`src/rtl/control_unit.sv`:
```
// Main decode/control unit for the WISC-S25 single-cycle CPU.
// Opcode decode is purely combinational; the only state is the sticky halted flag.
module control_unit (
    input  logic        clk,
    input  logic        rst,
    input  logic [15:0] instruction,
    output logic        RR1Mux,
    output logic        RR2Mux,
    output logic [1:0]  ImmMux,
    output logic        ALUSrcMux,
    output logic        MemtoRegMux,
    output logic        PCSMux,
    output logic        HaltMux,
    output logic        BranchRegMux,
    output logic        BranchMux,
    output logic        RegWrite,
    output logic        MemWrite,
    output logic        DataMemEnable,
    output logic        halted
);

    localparam logic [3:0] OP_ADD    = 4'h0;
    localparam logic [3:0] OP_SUB    = 4'h1;
    localparam logic [3:0] OP_XOR    = 4'h2;
    localparam logic [3:0] OP_RED    = 4'h3;
    localparam logic [3:0] OP_SLL    = 4'h4;
    localparam logic [3:0] OP_SRA    = 4'h5;
    localparam logic [3:0] OP_ROR    = 4'h6;
    localparam logic [3:0] OP_PADDSB = 4'h7;
    localparam logic [3:0] OP_LW     = 4'h8;
    localparam logic [3:0] OP_SW     = 4'h9;
    localparam logic [3:0] OP_LLB    = 4'hA;
    localparam logic [3:0] OP_LHB    = 4'hB;
    localparam logic [3:0] OP_B      = 4'hC;
    localparam logic [3:0] OP_BR     = 4'hD;
    localparam logic [3:0] OP_PCS    = 4'hE;
    localparam logic [3:0] OP_HLT    = 4'hF;

    localparam logic [1:0] IMM_SHIFT = 2'b00;
    localparam logic [1:0] IMM_MEM   = 2'b01;
    localparam logic [1:0] IMM_BYTE  = 2'b10;

    logic [3:0] opcode;
    logic       reg_write_raw;
    logic       mem_write_raw;
    logic       mem_enable_raw;
    logic       branch_raw;
    logic       branch_reg_raw;
    logic       pcs_raw;
    logic       unused_operand;

    assign opcode         = instruction[15:12];
    assign unused_operand = ^instruction[11:0];

    // Opcode decode; anything not set for an opcode stays at 0.
    always_comb begin
        RR1Mux         = 1'b0;
        RR2Mux         = 1'b0;
        ImmMux         = IMM_SHIFT;
        ALUSrcMux      = 1'b0;
        MemtoRegMux    = 1'b0;
        HaltMux        = 1'b0;
        pcs_raw        = 1'b0;
        branch_raw     = 1'b0;
        branch_reg_raw = 1'b0;
        reg_write_raw  = 1'b0;
        mem_write_raw  = 1'b0;
        mem_enable_raw = 1'b0;
        case (opcode)
            OP_ADD, OP_SUB, OP_XOR, OP_RED, OP_PADDSB: begin
                reg_write_raw = 1'b1;
            end
            OP_SLL, OP_SRA, OP_ROR: begin
                ImmMux        = IMM_SHIFT;
                ALUSrcMux     = 1'b1;
                reg_write_raw = 1'b1;
            end
            OP_LW: begin
                ImmMux         = IMM_MEM;
                ALUSrcMux      = 1'b1;
                MemtoRegMux    = 1'b1;
                reg_write_raw  = 1'b1;
                mem_enable_raw = 1'b1;
            end
            OP_SW: begin
                RR2Mux         = 1'b1;
                ImmMux         = IMM_MEM;
                ALUSrcMux      = 1'b1;
                mem_write_raw  = 1'b1;
                mem_enable_raw = 1'b1;
            end
            OP_LLB, OP_LHB: begin
                RR1Mux        = 1'b1;
                ImmMux        = IMM_BYTE;
                ALUSrcMux     = 1'b1;
                reg_write_raw = 1'b1;
            end
            OP_B: begin
                branch_raw = 1'b1;
            end
            OP_BR: begin
                branch_reg_raw = 1'b1;
            end
            OP_PCS: begin
                pcs_raw       = 1'b1;
                reg_write_raw = 1'b1;
            end
            OP_HLT: begin
                HaltMux = 1'b1;
            end
            default: begin
                HaltMux = 1'b0;
            end
        endcase
    end

    // Once halted, suppress every architectural side effect.
    always_comb begin
        RegWrite      = reg_write_raw  & ~halted;
        MemWrite      = mem_write_raw  & ~halted;
        DataMemEnable = mem_enable_raw & ~halted;
        BranchMux     = branch_raw     & ~halted;
        BranchRegMux  = branch_reg_raw & ~halted;
        PCSMux        = pcs_raw        & ~halted;
    end

    // Sticky halt flag; reset wins over a simultaneous HLT.
    always_ff @(posedge clk) begin
        if (rst) begin
            halted <= 1'b0;
        end else if (HaltMux) begin
            halted <= 1'b1;
        end
    end

endmodule

```
`config.mk`:
```
export PLATFORM = sky130hd
export DESIGN_NAME = control_unit
export DESIGN_NICKNAME = d
export VERILOG_FILES = /design/src/rtl/control_unit.sv
export SDC_FILE = /design/constraint.sdc
export NUM_CORES = 1
export LEC_CHECK = 0
export CORE_AREA = 2 2 39 41
export DETAILED_ROUTE_END_ITERATION = 16
export DIE_AREA = 0 0 41 43
export REMOVE_ABC_BUFFERS = 1
export SYNTH_ARGS = -nofsm -noshare
export SYNTH_HDL_FRONTEND = slang
export SYNTH_SLANG_ARGS = --single-unit
```
`constraint.sdc`:
```
create_clock -name clk -period 3.5 [get_ports clk]
set_input_delay 0.875 -clock clk [delete_from_list [all_inputs] [get_ports clk]]
set_output_delay 0.875 -clock clk [all_outputs]
set_load 0.01 [all_outputs]
```
# Yosys cells after proc, flatten, opt, wreduce, memory -nomap -nowiden
# Cells that the tools add are included.
dict set report word_totals {
  regBits 1
  output_inout_bits 14
  input_bits 18
  elab_cells 39
}
dict set report classes {
  n_mux 11
  n_eq_ne 15
  reduce_logical 5
  n_bitwise 7
}
# op count
set ops {}
lappend ops {{equality test 4 bit (second input constant)} 8}
lappend ops {{equality test 4 x 3 -> 1 bit (second input constant)} 4}
lappend ops {{OR reduction 12 bit} 1}
lappend ops {{two-way mux 1 bit} 10}
lappend ops {{equality test 4 x 2 -> 1 bit (second input constant)} 2}
lappend ops {{OR reduction 7 bit} 1}
lappend ops {{bitwise AND 1 bit} 6}
lappend ops {{equality test 4 x 1 -> 1 bit (second input constant)} 1}
lappend ops {{logical NOT 4 bit} 1}
lappend ops {{case mux 2 bit (2 select lines)} 1}
lappend ops {{OR reduction 2 bit} 2}
lappend ops {{NOT 1 bit} 1}

# Longest topological paths before layout
# Gate-level depths: netlist (run 1).
dict set report depth {
  word_depth 4
  depth_mapped 3
}

# Worst setup path after synthesis (run 1)
# Ideal clock, no wire load.
dict set report synth_timing {
  kind {input-to-output}
  startpoint {in instruction[14]}
  endpoint {out MemtoRegMux}
  setup_slack_ps 1070
  t_arrival_ps 1555
  cell_stages 3
  t_required_ps 2625
  n_path_buf 1
  path_cell_list {buf_2 -> or2b_1 -> nor3_1}
}
dict set report synth_between {
  elab_chain_cells 2
}
# element line_no
set synth_lines {}
lappend synth_lines {{start: declaration} 6} ;# input logic [15:0] instruction,
lappend synth_lines {{equality test 4 bit} 69} ;# case (opcode)
lappend synth_lines {{two-way mux 1 bit} 69}
lappend synth_lines {{end: declaration} 11} ;# output logic MemtoRegMux,
# Every way passes these cells.

# Final worst setup path (run 1)
dict set report layout_timing {
  startpoint {in instruction[15]}
  endpoint {out MemWrite}
}
dict set report layout_between {
  elab_chain_cells 3
}
# element line_no
set layout_lines {}
lappend layout_lines {{equality test 4 bit} 69}
lappend layout_lines {{two-way mux 1 bit} 69}
lappend layout_lines {{bitwise AND 1 bit} 120} ;# MemWrite = mem_write_raw & ~halted;
lappend layout_lines {{end: declaration} 17} ;# output logic MemWrite,
# Every way passes these cells.

==> results.yml, run 1 <==
route:
  wl_met3_microns: 42
  drt-vias-per-instance: 4.13
  routed.top_layer: "met3"
  via_count: 256
  postRouteWirelength_microns: 545
  wl_per_cell_microns: 8.79
  drtIter0Drc: 5
  dr_wl_met2_microns: 276
  drc: 0
  first_pass_iters: 2
  wl_met1_microns: 225
  antenna_left: 0
floorplanning:
  dieHeight_microns: 43
  die-area_sq_um: 1760
  io_pins: 32
  fp-row-count: 14
  die_x_microns: 41
  start_util_pct: 13.9
  core_sq_um: 1380
yosys:
  yosys.area_share.adder_pct: 0
  synth_seq_cells: 1
  ys_seq_area_share_pct: 10.4
  synth_compound_area_share_pct: 18.8
  synthMuxAreaShare_pct: 0
  synth_top_family_by_area: "simple AND/OR/NAND/NOR gates"
  avgSynthCellArea_sq_um: 7.41
  syn_area_sq_um: 193
  synth_xor_area_share_pct: 0
  syn_inst: 26
  yosys.area_share.simple_pct: 63.6
  ys_types: 18
  yosys_warnings: 0
sta:
  hold_slack_ps: 588
  hold_violations: 0
  rsz0062_at_grt: "no"
  final.setup.tns_ps: 0
  fin_ws_ps: 148
  period_share_pct: 95.8
  finalClockSkew_ps: 0
  final_max_slew_viol_count: 0
  worst_slew_margin_rel_pct: 79.1
  worst_slew_pin_slew_ps: 313
  min_period_ps: 3350
  setup_viol: 0
  fmax_ghz: 0.298
critical_path:
  arrival_ps: 2480
  crit_path_top_delay_cell: "clkdlybuf4s50_1"
  path_buf_inv: 2
  critPathMostFrequentCell: "clkdlybuf4s50_1"
  path_cells: "clkdlybuf4s50_1 -> or3b_4 -> nor3b_2 -> clkdlybuf4s50_1"
  cp_max_fo: 4
  crit_family: "buffers and inverters"
  end_kind: "output port"
  crit_path_start_kind: "input port"
  max_stage_delay_ps: 550
  critical_path_class: "input port to output port"
  crit_required_ps: 2620
worst_hold_path:
  holdCritPathClass: "register to register"
cts:
  clk_latency_ps: 0
  post-cts-setup-buffers: 0
  cts-resized-gates: 0
  path_clk_slew_ps: 0
  cts.hold.buffers_added: 0
finish:
  final_cells: 62
  fin_area_sq_um: 415
  largest_reg_flops: 1
  reg_top3: "halted x1"
  final_cell_mix: "clkdlybuf4s50_1 (19), nor2_1 (5), nor3b_2 (3), buf_4 (3), and2_1 (2)"
  final_util_pct: 30.0
  nets: 66
  layout_commonest_cell: "clkdlybuf4s50_1"
  antennaDiodeCount: 0
  largest_register: "halted"
  area_delta_synth_final_pct: 116
  drive_gt1_share_pct: 17.4
power:
  powerDensity_nw_per_um2: 124
  ir_drop_mv: 0.0612
  total_power_uw: 51.6
  cellLeakagePower_nw: 0.149
placement:
  io_buffers: 19
  gp_congestion: 0.664
  post-dp-hpwl_microns: 460
  post-place-cells: 62
  placed_area_sq_um: 415
  pre_cts_ws_ps: 136
run_status:
  status: "finished clean"
global_route:
  first_global_vias: 226
  grt_pass1_wl_microns: 862
  grt_usage_pct: 6.40
  gr-total-overflow: 0
  antenna_found_initial: 0
  grt_max_degree: 11
job:
  cap_violations: 0
kinds of logic (layout without fill, tap and decap cells):
family                 after synthesis  count (layout)
DFF                                  1               1
buffers and inverters                3              23
and+or+nand+nor                     17              17
AOI/OAI and AO/OA                    5               5
layer usage:
metal  vias up  global-route usage [%]
met2        11                    10.6
li1        132                       -
met1       113                    9.21
met5         -                       0
met3         0                   0.524
met4         0                       0
synth_stat cells:
| cell | number | area (sq um) |
|---|---|---|
| or2b_1 | 1 | 7.51 |
| nor3b_2 | 3 | 37.5 |
| a21oi_1 | 1 | 5.00 |
| o21ai_1 | 1 | 5.00 |
| nand2_1 | 1 | 3.75 |
| and4_1 | 1 | 8.76 |
| nor2_1 | 5 | 18.8 |
| nand2b_1 | 1 | 6.26 |
| nand4bb_1 | 1 | 11.3 |
| or3b_4 | 1 | 11.3 |
| nor3_1 | 1 | 5.00 |
| o21bai_1 | 1 | 7.51 |
| o2bb2ai_1 | 1 | 8.76 |
| buf_2 | 2 | 10.0 |
| inv_1 | 1 | 3.75 |
| and2_1 | 2 | 12.5 |
| dfxtp_1 | 1 | 20.0 |
| o21ba_2 | 1 | 10.0 |
final timing paths:
| kind | from | endpoint | slack (ps) | cells after the start |
|---|---|---|---|---|
| max | instruction[15] | MemWrite | 150 | 4 |
| min | halted | halted | 590 | 1 |
| max reg2reg | halted | halted | 2830 | 1 |
| min reg2reg | halted | halted | 590 | 1 |
where the power goes:
part | leakage (nW) | total (mW) | switching, mW | internal [mW]
Clock | 0 | 0 | 0 | 0
Sequential | 0.00813 | 0.0126 | 0.000585 | 0.0120
Combinational | 0.141 | 0.0389 | 0.0152 | 0.0237
area by class of cell:
cell class,count,area [sq um]
repair buffers,22,213
flip-flops and latches,1,20.0
well taps,16,20.0
fillers,152,968
inverters,1,3.75
multi-input cells,22,159
Power figures use the tool's default switching activity.
==> run 2: changes to the inputs <==
--- a/config.mk
+++ b/config.mk
@@ -5,6 +5,7 @@
 export SDC_FILE = /design/constraint.sdc
 export NUM_CORES = 1
 export LEC_CHECK = 0
+export CAP_MARGIN = 20
 export CORE_AREA = 2 2 39 41
 export DETAILED_ROUTE_END_ITERATION = 16
 export DIE_AREA = 0 0 41 43
@@ -12,3 +13,4 @@
 export SYNTH_ARGS = -nofsm -noshare
 export SYNTH_HDL_FRONTEND = slang
 export SYNTH_SLANG_ARGS = --single-unit
+export TNS_END_PERCENT = 1
==> results of run 2 <==
The final DEF is identical to that of run 1; final timing and power are the same.
